==> src/rtl/reaction_timer.sv <==
// Purpose: measures the delay from stimulus to stop press in BCD milliseconds, tracking false starts, timeouts and best time.
// Latency: all outputs are registered and change one clock after the first high sample of a key or stimulus.
// Backpressure: none; keys and stimulus are sampled levels, and a key must fall and rise again to be seen twice.
module reaction_timer #(
   parameter int TICK_DIV = 50000
) (
   input  logic        clock1,
   input  logic        reset,
   input  logic        start_key,
   input  logic        stop_key,
   input  logic        stimulus,
   output logic        led,
   output logic [15:0] ms_bcd,
   output logic [15:0] best_bcd,
   output logic        done,
   output logic        false_start,
   output logic        timeout
);

   localparam int PW = (TICK_DIV > 1) ? $clog2(TICK_DIV) : 1;
   localparam logic [PW-1:0] TICK_LAST = PW'(TICK_DIV - 1);
   localparam logic [15:0] MS_MAX = 16'h9999;

   typedef enum logic [2:0] {IDLE, WAIT_STIM, TIMING, DONE, FAULT} state_t;

   state_t          state, state_nxt;
   logic            start_q, stop_q;
   logic            start_rise, stop_rise, tick;
   logic [PW-1:0]   prescaler, prescaler_nxt;
   logic [15:0]     ms_nxt, best_nxt;
   logic            led_nxt, done_nxt, false_start_nxt, timeout_nxt;

   // Decimal increment of four packed BCD digits; 9 rolls to 0 and carries upward.
   function automatic logic [15:0] bcd_inc(input logic [15:0] v);
      logic [15:0] r;
      logic        carry;
      r     = v;
      carry = 1'b1;
      for (int i = 0; i < 4; i++) begin
         if (carry) begin
            if (v[i*4 +: 4] == 4'd9) begin
               r[i*4 +: 4] = 4'd0;
            end else begin
               r[i*4 +: 4] = v[i*4 +: 4] + 4'd1;
               carry       = 1'b0;
            end
         end
      end
      return r;
   endfunction

   assign start_rise = start_key & ~start_q;
   assign stop_rise  = stop_key & ~stop_q;
   assign tick       = (state == TIMING) && (prescaler == TICK_LAST);

   // Key history; held high in reset so a key held through reset produces no edge.
   always_ff @(posedge clock1 or posedge reset) begin
      if (reset) begin
         start_q <= 1'b1;
         stop_q  <= 1'b1;
      end else begin
         start_q <= start_key;
         stop_q  <= stop_key;
      end
   end

   // State register.
   always_ff @(posedge clock1 or posedge reset) begin
      if (reset) state <= IDLE;
      else       state <= state_nxt;
   end

   // Next-state decode; stop always beats stimulus or a coincident tick.
   always_comb begin
      state_nxt = state;
      case (state)
         IDLE:      if (start_rise) state_nxt = WAIT_STIM;
         WAIT_STIM: begin
            if (stop_rise)     state_nxt = FAULT;
            else if (stimulus) state_nxt = TIMING;
         end
         TIMING: begin
            if (stop_rise)                        state_nxt = DONE;
            else if (tick && (ms_bcd == MS_MAX)) state_nxt = FAULT;
         end
         DONE:      if (start_rise) state_nxt = WAIT_STIM;
         FAULT:     if (start_rise) state_nxt = WAIT_STIM;
         default:   state_nxt = IDLE;
      endcase
   end

   // Next values of the registered outputs and the tick prescaler.
   always_comb begin
      ms_nxt          = ms_bcd;
      best_nxt        = best_bcd;
      led_nxt         = led;
      done_nxt        = done;
      false_start_nxt = false_start;
      timeout_nxt     = timeout;
      prescaler_nxt   = '0;
      case (state)
         IDLE: if (start_rise) ms_nxt = 16'h0000;
         WAIT_STIM: begin
            if (stop_rise)     false_start_nxt = 1'b1;
            else if (stimulus) led_nxt         = 1'b1;
         end
         TIMING: begin
            if (stop_rise) begin
               // Result is final here, so the best-time compare happens on DONE entry.
               led_nxt  = 1'b0;
               done_nxt = 1'b1;
               if (ms_bcd < best_bcd) best_nxt = ms_bcd;
            end else if (tick) begin
               if (ms_bcd == MS_MAX) begin
                  timeout_nxt = 1'b1;
                  led_nxt     = 1'b0;
               end else begin
                  ms_nxt = bcd_inc(ms_bcd);
               end
            end else begin
               prescaler_nxt = prescaler + 1'b1;
            end
         end
         DONE: begin
            if (start_rise) begin
               done_nxt = 1'b0;
               ms_nxt   = 16'h0000;
            end
         end
         FAULT: begin
            if (start_rise) begin
               false_start_nxt = 1'b0;
               timeout_nxt     = 1'b0;
               ms_nxt          = 16'h0000;
            end
         end
         default: ;
      endcase
   end

   // Output and prescaler registers.
   always_ff @(posedge clock1 or posedge reset) begin
      if (reset) begin
         prescaler   <= '0;
         led         <= 1'b0;
         ms_bcd      <= 16'h0000;
         best_bcd    <= MS_MAX;
         done        <= 1'b0;
         false_start <= 1'b0;
         timeout     <= 1'b0;
      end else begin
         prescaler   <= prescaler_nxt;
         led         <= led_nxt;
         ms_bcd      <= ms_nxt;
         best_bcd    <= best_nxt;
         done        <= done_nxt;
         false_start <= false_start_nxt;
         timeout     <= timeout_nxt;
      end
   end

endmodule

==> config.mk <==
export PLATFORM = sky130hd
export DESIGN_NAME = reaction_timer
export DESIGN_NICKNAME = d
export VERILOG_FILES = /design/src/rtl/reaction_timer.sv
export SDC_FILE = /design/constraint.sdc
export NUM_CORES = 1
export LEC_CHECK = 0
export ABC_CLOCK_PERIOD_IN_PS = 3300
export CAP_MARGIN = 20
export CELL_PAD_IN_SITES_DETAIL_PLACEMENT = 1
export CELL_PAD_IN_SITES_GLOBAL_PLACEMENT = 2
export CORE_UTILIZATION = 34
export CTS_CLUSTER_DIAMETER = 50
export CTS_CLUSTER_SIZE = 16
export DETAILED_ROUTE_END_ITERATION = 10
export GPL_TIMING_DRIVEN = 0
export PLACE_DENSITY_LB_ADDON = 0.3
export SLEW_MARGIN = 20
export SYNTH_ARGS = -nofsm -noshare
export SYNTH_HDL_FRONTEND = slang
export SYNTH_SLANG_ARGS = --single-unit
==> constraint.sdc <==
create_clock -name clock1 -period 3.3 [get_ports clock1]
set_input_delay 0.495 -clock clock1 [delete_from_list [all_inputs] [get_ports clock1]]
set_output_delay 0.495 -clock clock1 [all_outputs]
set_load 0.01 [all_outputs]
* After elaboration in Yosys (flattened, before gate mapping)
Index checks and enable logic that the tools add are counted.
Word-level totals: register bits after elaboration 57, bits of input ports 5, output and inout bits 36, word-level logic and storage cells 122
Operators by class: add/subtract/negate cells 5, magnitude comparators 1, eq/ne operators 28, multiplexer cells 52, bitwise logic cells 4, reduce and logical (&&, ||, !) cells 19
Operators by type and width (count):
- two-way mux 16 bit | 7
- == test 16 bit, second input constant | 2
- case mux 16 bit (2 select lines) | 1
- two-way mux 4 bit | 7
- two-way mux 1 bit | 27
- != test 2 bit, second input constant | 9
- AND reduction 6 bit | 3
- adder 16 x 1 -> 16 bit, second input constant | 1
- adder 4 x 1 -> 4 bit, second input constant | 4
- == test 4 bit, second input constant | 4
- less-than comparator 16 bit | 1
- two-way mux 3 bit | 5
- AND reduction 5 bit | 3
- AND reduction 3 bit | 4
- != test 2 x 1 -> 1 bit, second input constant | 5
- nonzero test 2 bit | 5
- case mux 3 bit (3 select lines) | 1
- case mux 1 bit (2 select lines) | 4
- == test 3 x 2 -> 1 bit, second input constant | 2
- != test 3 x 2 -> 1 bit, second input constant | 2
- != test 3 bit, second input constant | 2
- == test 3 x 1 -> 1 bit, second input constant | 1
- == test 3 bit, second input constant | 1
- logical NOT 3 bit | 1
- other kinds (4) | 7

* Longest topological paths before layout
Gate-level depths: netlist (run 1).
depth in word-level cells 21, gate-level depth with buffers 9, gate-level depth less buffers 7

* Worst setup path before layout (run 1)
Ideal clock, no wire load.
path kind reg2reg, start point reg best_bcd[15], end point reg best_bcd[1], setup time 0.130 ns, data arrival time 2.106 ns, data required time 3.170 ns, setup slack 1.063 ns, stages on the path, launching flop included 10, path buffers 2, period minus slack after synthesis 2.237 ns, path through dfstp_2 > inv_1 > ha_1 > a21oi_1 > nand3_4 > or2_1 > buf_6 > buf_6 > a221oi_2 > nand3_1
On the way: word-level cells in the longest chain between the ends 2
Ends and longest elaborated chain:
- start: declaration | line 14 | output logic [15:0] best_bcd,
- start signal: assignment | line 155 | best_bcd <= best_nxt;
- less-than comparator 16 bit | line 112 | if (ms_bcd < best_bcd) best_nxt = ms_bcd;
- AND reduction 3 bit (no line)
No other way between the ends. A chain may end at the register's enable or synchronous reset.

* Worst setup path after layout (run 1)
start point reg best_bcd[15], end point reg best_bcd[10]
The elaborated chain is that of the path after synthesis.

==> report_table.html, run 1 <==
<table>
<tr><th>Metric</th><th>Value</th></tr>
<tr><th colspan="2">Setup path</th></tr>
<tr><td>Critical Path, Cell by Cell</td><td>inv_1 -&gt; ha_1 -&gt; nand2_1 -&gt; nor2_1 -&gt; clkbuf_1 -&gt; nor3_1 -&gt; a221oi_1 -&gt; nand3_1</td></tr>
<tr><td>Crit path buf inv count</td><td>2</td></tr>
<tr><td>Startpoint type of the worst setup path</td><td>flop</td></tr>
<tr><td>Max Fanout on Critical Path</td><td>10</td></tr>
<tr><td>Largest stage delay on the critical path</td><td>0.56 ns</td></tr>
<tr><td>Data required, critical path</td><td>3.51 ns</td></tr>
<tr><td>WP data arrival</td><td>2.86 ns</td></tr>
<tr><td>Critical path's top delay family</td><td>simple AND/OR/NAND/NOR gates</td></tr>
<tr><td>Library cell contributing the largest single delay on the critical path</td><td>sky130_fd_sc_hd__dfstp_2</td></tr>
<tr><td>CP endpoint kind</td><td>flop</td></tr>
<tr><td>Startpoint-to-endpoint class of the critical path</td><td>flop to flop</td></tr>
<tr><th colspan="2">Power</th></tr>
<tr><td>Leakage component of the power</td><td>1.937 nW</td></tr>
<tr><td>Peak VDD IR</td><td>0.4483 mV</td></tr>
<tr><td>Pwr/cell area</td><td>around 900 nW/um^2</td></tr>
<tr><td>Final Power</td><td>4.306 mW</td></tr>
<tr><th colspan="2">Global route</th></tr>
<tr><td>Maximum number of pins on one net before global-route repair</td><td>49</td></tr>
<tr><td>Number of global-route vias before repair</td><td>3,747</td></tr>
<tr><td>Leftover overflow at the end of global routing</td><td>0</td></tr>
<tr><td>Global Route Usage Sum</td><td>0.2147</td></tr>
<tr><td>Number of antenna violations at the first check in global routing</td><td>0</td></tr>
<tr><td>Global-route wire length before repair</td><td>about 20,000 um</td></tr>
<tr><th colspan="2">Yosys</th></tr>
<tr><td>Post-synthesis register bit count</td><td>57</td></tr>
<tr><td>Warnings, synthesis</td><td>0</td></tr>
<tr><td>Sequential element share of the synthesized area</td><td>0.3629</td></tr>
<tr><td>Number of unique standard cell types used by synthesis</td><td>69</td></tr>
<tr><td>Post-synthesis average cell area</td><td>9.073 sq um</td></tr>
<tr><td>Fraction of synthesized cell area taken by the top area cell type</td><td>0.2966</td></tr>
<tr><td>Cell type with the highest aggregate area in the netlist</td><td>sky130_fd_sc_hd__dfrtp_1</td></tr>
<tr><td>Number of synthesized flops with an enable pin</td><td>0</td></tr>
<tr><td>Synth cell count leaders</td><td>sky130_fd_sc_hd__nand3_1, sky130_fd_sc_hd__dfrtp_1, sky130_fd_sc_hd__nor2_1</td></tr>
<tr><td>Cell with the most instances after synthesis</td><td>sky130_fd_sc_hd__nand3_1</td></tr>
<tr><td>FFs w/ async S/R, synth</td><td>1.000</td></tr>
<tr><td>Main flop type after synthesis</td><td>sky130_fd_sc_hd__dfrtp_1</td></tr>
<tr><td>Gate count of the mapped netlist</td><td>437</td></tr>
<tr><td>Synth Net Count</td><td>466</td></tr>
<tr><td>Mapped Area</td><td>3965 sq um</td></tr>
<tr><td>Leading post-synthesis cells by cell area</td><td>sky130_fd_sc_hd__dfrtp_1, sky130_fd_sc_hd__ha_1, sky130_fd_sc_hd__nand3_1</td></tr>
<tr><th colspan="2">Route</th></tr>
<tr><td>WL/cell</td><td>18.52 um</td></tr>
<tr><td>Drt drc</td><td>0</td></tr>
<tr><td>Post-detailed-route via-to-cell ratio</td><td>5.750</td></tr>
<tr><td>Drt initial violations</td><td>207</td></tr>
<tr><td>Post-DRT Antenna Nets</td><td>0</td></tr>
<tr><td>Router iterations before antenna repair</td><td>4</td></tr>
<tr><td>Via Count</td><td>between 3,000 and 4,000</td></tr>
<tr><td>Final wirelength</td><td>11,800 um</td></tr>
<tr><th colspan="2">Clock network</th></tr>
<tr><td>CTS sink count</td><td>57</td></tr>
<tr><td>Post-CTS repair timing setup buffer count</td><td>0</td></tr>
<tr><td>Clock transition time at the flip-flop clock pins of the worst setup and hold paths</td><td>0.05 ns</td></tr>
<tr><td>Clock root buffer</td><td>sky130_fd_sc_hd__clkbuf_16</td></tr>
<tr><td>Max H-tree Level</td><td>3</td></tr>
<tr><td>Resize count post-CTS</td><td>0</td></tr>
<tr><td>Hold-fix buffer count after cts</td><td>0</td></tr>
<tr><td>TritonCTS buffer count</td><td>9</td></tr>
<tr><td>Max clock buf depth</td><td>2</td></tr>
<tr><td>CTS tree</td><td>yes</td></tr>
<tr><td>Clock latency on the worst-skew pair</td><td>0.34 ns</td></tr>
<tr><th colspan="2">Timing</th></tr>
<tr><td>Setup repair after global routing missed its margin</td><td>no</td></tr>
<tr><td>Final hold violation count</td><td>0</td></tr>
<tr><td>Worst-Margin Slew</td><td>0.8351 ns</td></tr>
<tr><td>Max-slew violation total from the final report</td><td>0</td></tr>
<tr><td>PnR worst setup slack</td><td>0.6526 ns</td></tr>
<tr><td>Tcrit/Tclk final</td><td>0.8022</td></tr>
<tr><td>Max Clk Rate</td><td>377.7 MHz</td></tr>
<tr><td>Clk_skew</td><td>0.005432 ns</td></tr>
<tr><td>Setup violation total in the final timing report</td><td>0</td></tr>
<tr><td>Post-route worst hold slack</td><td>0.4143 ns</td></tr>
<tr><td>Slew margin rel.</td><td>0.4408</td></tr>
<tr><td>Final sum of negative setup slack</td><td>0 ns</td></tr>
<tr><td>Final critical path time including I/O delays and setup</td><td>2.647 ns</td></tr>
<tr><th colspan="2">Hold path</th></tr>
<tr><td>Worst hold path class</td><td>input port to asynchronous set/reset pin</td></tr>
<tr><th colspan="2">Place</th></tr>
<tr><td>Placed Cells incl. Taps</td><td>621</td></tr>
<tr><td>Post-placement worst setup slack</td><td>0.4158 ns</td></tr>
<tr><td>Placement-stage cell area</td><td>4574 sq um</td></tr>
<tr><td>Routability Congestion</td><td>0.8049</td></tr>
<tr><td>Post-DP HPWL</td><td>around 8500 um</td></tr>
<tr><td>Number of port buffers</td><td>40</td></tr>
<tr><th colspan="2">Floorplanning</th></tr>
<tr><td>Vertical die dimension</td><td>between 100 and 150 um</td></tr>
<tr><td>Count of boundary I/O pins</td><td>41</td></tr>
<tr><td>Initial standard-cell utilization of the core</td><td>0.3487</td></tr>
<tr><td>Number of core rows</td><td>39</td></tr>
<tr><td>Chip width</td><td>110.0 um</td></tr>
<tr><td>Area inside the core boundary</td><td>about 11,000 sq um</td></tr>
<tr><td>Die Footprint</td><td>12,100 sq um</td></tr>
<tr><th colspan="2">Layout</th></tr>
<tr><td>Area taken by multi-input logic gates</td><td>2320 sq um</td></tr>
<tr><td>Final standard cell area without fillers</td><td>4850 sq um</td></tr>
<tr><td>Final Instance Count excl. Fillers</td><td>637</td></tr>
<tr><td>Utilization of the core after routing</td><td>0.4265</td></tr>
<tr><td>Nets</td><td>about 520</td></tr>
<tr><td>Number of inserted diodes</td><td>0</td></tr>
<tr><td>Area Growth Syn to Fin</td><td>22.31%</td></tr>
<tr><td>Filler Cell Count</td><td>1,336</td></tr>
<tr><td>Storage cell area</td><td>1439 sq um</td></tr>
<tr><td>Fraction of final layout cells with drive strength greater than 1</td><td>0.1255</td></tr>
<tr><th colspan="2">Job</th></tr>
<tr><td>Max-Cap Viols</td><td>0</td></tr>
<tr><th colspan="2">Outcome</th></tr>
<tr><td>Outcome</td><td>completed</td></tr>
</table>
-- path summary, 6_finish.rpt --
| path | startpoint | end | slack, ns | cells after the start |
|---|---|---|---|---|
| min in group clock1 | prescaler[0] | prescaler[0] | 0.46 | 1 |
| max reg2reg | best_bcd[15] | best_bcd[10] | 0.65 | 8 |
| max | best_bcd[15] | best_bcd[10] | 0.65 | 8 |
| min | reset | best_bcd[13] | 0.41 | 2 |
| min reg2reg | prescaler[0] | prescaler[0] | 0.46 | 1 |
| max in group asynchronous | reset | stop_q | 2.34 | 3 |
-- state kept, by name, summed over array words and instances, names as in the netlist --
register	cells
timeout	1
best_bcd	16
start_q	1
done	1
led	1
false_start	1
prescaler	16
stop_q	1
ms_bcd	16
state	3
-- kinds of logic after synthesis --
group | share of synthesized area
AOI/OAI and AO/OA | 0.1931
muxes | 0.008204
DFF | 0.3629
xor gates and xnor gates | 0.03093
adders and majority gates | 0.07573
buffers and inverters | 0.05206
and+or+nand+nor | 0.2771
-- power breakdown --
part / switching, mW / internal, mW / leakage, nW
combinational: 1.30 / 0.906 / 1.08
sequential: 0.280 / 0.936 / 0.717
clock: 0.337 / 0.545 / 0.139
-- cell usage in the layout, fill, tap and decap left out, types with 8 or more instances in the layout --
cell type	count
sky130_fd_sc_hd__nand3_1	55
sky130_fd_sc_hd__dfrtp_1	47
sky130_fd_sc_hd__nor2_1	44
sky130_fd_sc_hd__clkdlybuf4s50_1	40
sky130_fd_sc_hd__inv_1	28
sky130_fd_sc_hd__ha_1	24
sky130_fd_sc_hd__o211ai_1	20
sky130_fd_sc_hd__nand2_1	19
sky130_fd_sc_hd__o21ai_0	17
sky130_fd_sc_hd__clkbuf_1	16
sky130_fd_sc_hd__nor3_1	16
sky130_fd_sc_hd__a21oi_1	11
sky130_fd_sc_hd__a221oi_2	10
sky130_fd_sc_hd__dfstp_2	10
sky130_fd_sc_hd__clkbuf_16	9
sky130_fd_sc_hd__nor4_1	8
sky130_fd_sc_hd__xnor2_1	8
-- layer usage --
layer / GRT usage / part of all wire / vias up
met4: 0.09333 / 0.019 / 0
met1: 0.2963 / 0.50 / 1858
met2: 0.3286 / 0.46 / 49
met5: 0 / 0 / -
li1: - / - / 1741
met3: 0.03704 / 0.027 / 15
-- layout make-up --
type / count / share of cell area
Multi-Input combinational cell: 331 / 0.4783
Sequential cell: 57 / 0.2967
Timing Repair Buffer: 41 / 0.08824
Clock buffer: 13 / 0.05366
Tap cell: 143 / 0.03689
Inverter: 29 / 0.02296
Buffer: 20 / 0.02012
Clock inverter: 3 / 0.003096
Power figures use the tool's default switching activity.
==> run 2, diff against run 1 <==
--- a/config.mk
+++ b/config.mk
@@ -5,7 +5,7 @@
 export SDC_FILE = /design/constraint.sdc
 export NUM_CORES = 1
 export LEC_CHECK = 0
-export ABC_CLOCK_PERIOD_IN_PS = 3300
+export ABC_CLOCK_PERIOD_IN_PS = 2550
 export CAP_MARGIN = 20
 export CELL_PAD_IN_SITES_DETAIL_PLACEMENT = 1
 export CELL_PAD_IN_SITES_GLOBAL_PLACEMENT = 2
==> constraint.sdc (replaced) <==
create_clock -name clock1 -period 2.55 [get_ports clock1]
set_input_delay 0.3825 -clock clock1 [delete_from_list [all_inputs] [get_ports clock1]]
set_output_delay 0.3825 -clock clock1 [all_outputs]
set_load 0.01 [all_outputs]
==> report_table.html, run 2 (synthesized netlist as in run 1, its figures left out) <==
<table>
<tr><th>Metric</th><th>Value</th></tr>
<tr><th colspan="2">Outcome</th></tr>
<tr><td>Outcome</td><td>completed</td></tr>
<tr><th colspan="2">Power</th></tr>
<tr><td>Final Power</td><td>5.712 mW</td></tr>
<tr><td>Internal power component</td><td>3.160 mW</td></tr>
<tr><td>Sw Ratio</td><td>0.4468</td></tr>
<tr><td>Leakage component of the power</td><td>1.972 nW</td></tr>
<tr><td>Switching power</td><td>roughly 2.6 mW</td></tr>
<tr><td>Portion of total power attributed to the clock network</td><td>0.200</td></tr>
<tr><td>Gate power share</td><td>0.524</td></tr>
<tr><td>Pwr/cell area</td><td>1163 nW/um^2</td></tr>
<tr><td>Peak VDD IR</td><td>0.5921 mV</td></tr>
<tr><td>Part of the total power dissipated in sequential elements</td><td>0.276</td></tr>
<tr><th colspan="2">Route</th></tr>
<tr><td>Router iterations before antenna repair</td><td>4</td></tr>
<tr><td>Post-detailed-route via-to-cell ratio</td><td>5.739</td></tr>
<tr><td>WL/cell</td><td>18.69 um</td></tr>
<tr><td>Post-DRT Antenna Nets</td><td>0</td></tr>
<tr><td>Drt initial violations</td><td>201</td></tr>
<tr><td>Via Count</td><td>3,679</td></tr>
<tr><td>Drt drc</td><td>0</td></tr>
<tr><td>Final wirelength</td><td>11,980 um</td></tr>
<tr><th colspan="2">Global route</th></tr>
<tr><td>Leftover overflow at the end of global routing</td><td>0</td></tr>
<tr><td>Global Route Usage Sum</td><td>0.2149</td></tr>
<tr><td>Global-route wire length before repair</td><td>19,500 um</td></tr>
<tr><td>Maximum number of pins on one net before global-route repair</td><td>49</td></tr>
<tr><td>Number of global-route vias before repair</td><td>about 3,700</td></tr>
<tr><td>Number of antenna violations at the first check in global routing</td><td>0</td></tr>
<tr><th colspan="2">Timing</th></tr>
<tr><td>Max Clk Rate</td><td>412.6 MHz</td></tr>
<tr><td>Post-route worst hold slack</td><td>roughly 0.30 ns</td></tr>
<tr><td>Final hold violation count</td><td>0</td></tr>
<tr><td>Final critical path time including I/O delays and setup</td><td>~2.4 ns</td></tr>
<tr><td>Clk_skew</td><td>0.005296 ns</td></tr>
<tr><td>Final sum of negative setup slack</td><td>0 ns</td></tr>
<tr><td>Tcrit/Tclk final</td><td>0.9504</td></tr>
<tr><td>Slew margin rel.</td><td>0.4848</td></tr>
<tr><td>Max-slew violation total from the final report</td><td>0</td></tr>
<tr><td>Setup repair after global routing missed its margin</td><td>no</td></tr>
<tr><td>Worst-Margin Slew</td><td>0.7677 ns</td></tr>
<tr><td>Setup violation total in the final timing report</td><td>0</td></tr>
<tr><th colspan="2">Setup path</th></tr>
<tr><td>CP endpoint kind</td><td>flop</td></tr>
<tr><td>Critical Path, Cell by Cell</td><td>clkdlybuf4s50_1 -&gt; nor2b_1 -&gt; nand3_4 -&gt; or2_1 -&gt; buf_6 -&gt; buf_6 -&gt; a221oi_2 -&gt; nand3_1</td></tr>
<tr><td>WP data arrival</td><td>2.64 ns</td></tr>
<tr><td>Most prevalent standard cell on the critical path</td><td>sky130_fd_sc_hd__buf_6</td></tr>
<tr><td>Startpoint-to-endpoint class of the critical path</td><td>input port to flop</td></tr>
<tr><td>Library cell contributing the largest single delay on the critical path</td><td>sky130_fd_sc_hd__nor2b_1</td></tr>
<tr><td>Data required, critical path</td><td>2.76 ns</td></tr>
<tr><td>Startpoint type of the worst setup path</td><td>input port</td></tr>
<tr><td>Max Fanout on Critical Path</td><td>10</td></tr>
<tr><td>Largest stage delay on the critical path</td><td>between 0.5 and 0.6 ns</td></tr>
<tr><th colspan="2">Layout</th></tr>
<tr><td>Area Growth Syn to Fin</td><td>23.86%</td></tr>
<tr><td>Area taken by multi-input logic gates</td><td>roughly 2300 sq um</td></tr>
<tr><td>Final standard cell area without fillers</td><td>4911 sq um</td></tr>
<tr><td>Most common cell after layout, fill and taps aside</td><td>sky130_fd_sc_hd__nand3_1</td></tr>
<tr><td>Storage cell area</td><td>1439 sq um</td></tr>
<tr><td>Nets</td><td>522</td></tr>
<tr><td>Fraction of final layout cells with drive strength greater than 1</td><td>0.1486</td></tr>
<tr><td>Largest registers</td><td>best_bcd: 16 flops, ms_bcd: 16 flops, prescaler: 16 flops</td></tr>
<tr><td>Highest-count cells in the layout ignoring fill and taps</td><td>sky130_fd_sc_hd__nand3_1, sky130_fd_sc_hd__dfrtp_1, sky130_fd_sc_hd__nor2_1</td></tr>
<tr><td>Number of inserted diodes</td><td>0</td></tr>
<tr><td>Filler Cell Count</td><td>1,338</td></tr>
<tr><th colspan="2">Floorplanning</th></tr>
<tr><td>Chip width</td><td>110.0 um</td></tr>
<tr><td>Die Footprint</td><td>about 12,000 sq um</td></tr>
<tr><td>Initial standard-cell utilization of the core</td><td>0.3487</td></tr>
<tr><td>Vertical die dimension</td><td>110.0 um</td></tr>
<tr><td>Area inside the core boundary</td><td>11,370 sq um</td></tr>
<tr><td>Count of boundary I/O pins</td><td>41</td></tr>
<tr><td>Number of core rows</td><td>39</td></tr>
<tr><th colspan="2">Place</th></tr>
<tr><td>Number of port buffers</td><td>40</td></tr>
<tr><td>Post-DP HPWL</td><td>8509 um</td></tr>
<tr><td>Routability Congestion</td><td>0.8049</td></tr>
<tr><td>Placement-stage cell area</td><td>4574 sq um</td></tr>
<tr><th colspan="2">Clock network</th></tr>
<tr><td>TritonCTS buffer count</td><td>9</td></tr>
<tr><td>Hold-fix buffer count after cts</td><td>0</td></tr>
<tr><td>Max clock buf depth</td><td>2</td></tr>
<tr><td>Clock transition time at the flip-flop clock pins of the worst setup and hold paths</td><td>0.05 ns</td></tr>
<tr><td>CTS tree</td><td>yes</td></tr>
<tr><td>Clock latency on the worst-skew pair</td><td>0.34 ns</td></tr>
<tr><td>CTS sink count</td><td>57</td></tr>
<tr><td>Clock root buffer</td><td>sky130_fd_sc_hd__clkbuf_16</td></tr>
<tr><td>Max H-tree Level</td><td>3</td></tr>
<tr><th colspan="2">Hold path</th></tr>
<tr><td>Worst hold path class</td><td>input port to asynchronous set/reset pin</td></tr>
<tr><th colspan="2">Job</th></tr>
<tr><td>Max-Cap Viols</td><td>0</td></tr>
</table>
## run 2: critical path, delay by kind of cell
kind	cells	cell delay, ns
buffers and inverters	3	0.80
and+or+nand+nor	4	1.17
AOI/OAI and AO/OA	1	0.27
## run 2: path summary, 6_finish.rpt
kind	start	end	slack, ns	cells after the start
max	stop_key	best_bcd[5]	0.13	8
max reg2reg	best_bcd[15]	best_bcd[5]	0.15	9
min reg2reg	prescaler[0]	prescaler[0]	0.46	1
min	reset	best_bcd[13]	0.30	2
min in group clock1	prescaler[0]	prescaler[0]	0.46	1
max in group asynchronous	reset	stop_q	1.70	3
## run 2: power by group through the flow
stage,logic (mW),clock network [mW],registers (mW)
floorplan,1.72,0,1.59
global placement,2.79,0,1.58
detailed placement,2.85,0,1.59
CTS,2.90,1.18,1.58
global route,3.30,1.21,1.62
finish,2.99,1.14,1.58
## run 2: routing by layer
| layer | up-vias | share of wire | track usage |
|---|---|---|---|
| met4 | 0 | 0.019 | 0.09238 |
| met2 | 57 | 0.46 | 0.3304 |
| met1 | 1857 | 0.49 | 0.2960 |
| met5 | - | 0 | 0 |
| met3 | 15 | 0.030 | 0.03645 |
| li1 | 1750 | - | - |
## run 2: stage by stage
step	cells	util	setup slack [ns]
finish	641	0.4319	0.1264
global route	641	0.4319	0.005892
CTS	638	0.4274	0.01713
detailed placement	621	0.4023	-0.2217
global placement	620	0.3997	-0.5079
floorplan	437	-	0.3133
## run 2: area by class of cell
type / instances / area share
multi-input cells: 331 / 0.4777
flip-flops and latches: 57 / 0.2930
repair buffers: 45 / 0.09325
clock buffers: 13 / 0.05299
well taps: 143 / 0.03643
inverters: 29 / 0.02268
plain buffers: 20 / 0.02089
clock inverters: 3 / 0.003057
## run 2: repair_timing
item | in CTS | in global routing
gates resized for setup | 1 | 14
hold endpoints to repair | 0 | 0
setup buffers | 1 | 3
pin swaps | 1 | 1
setup endpoints to repair | 7 | 15
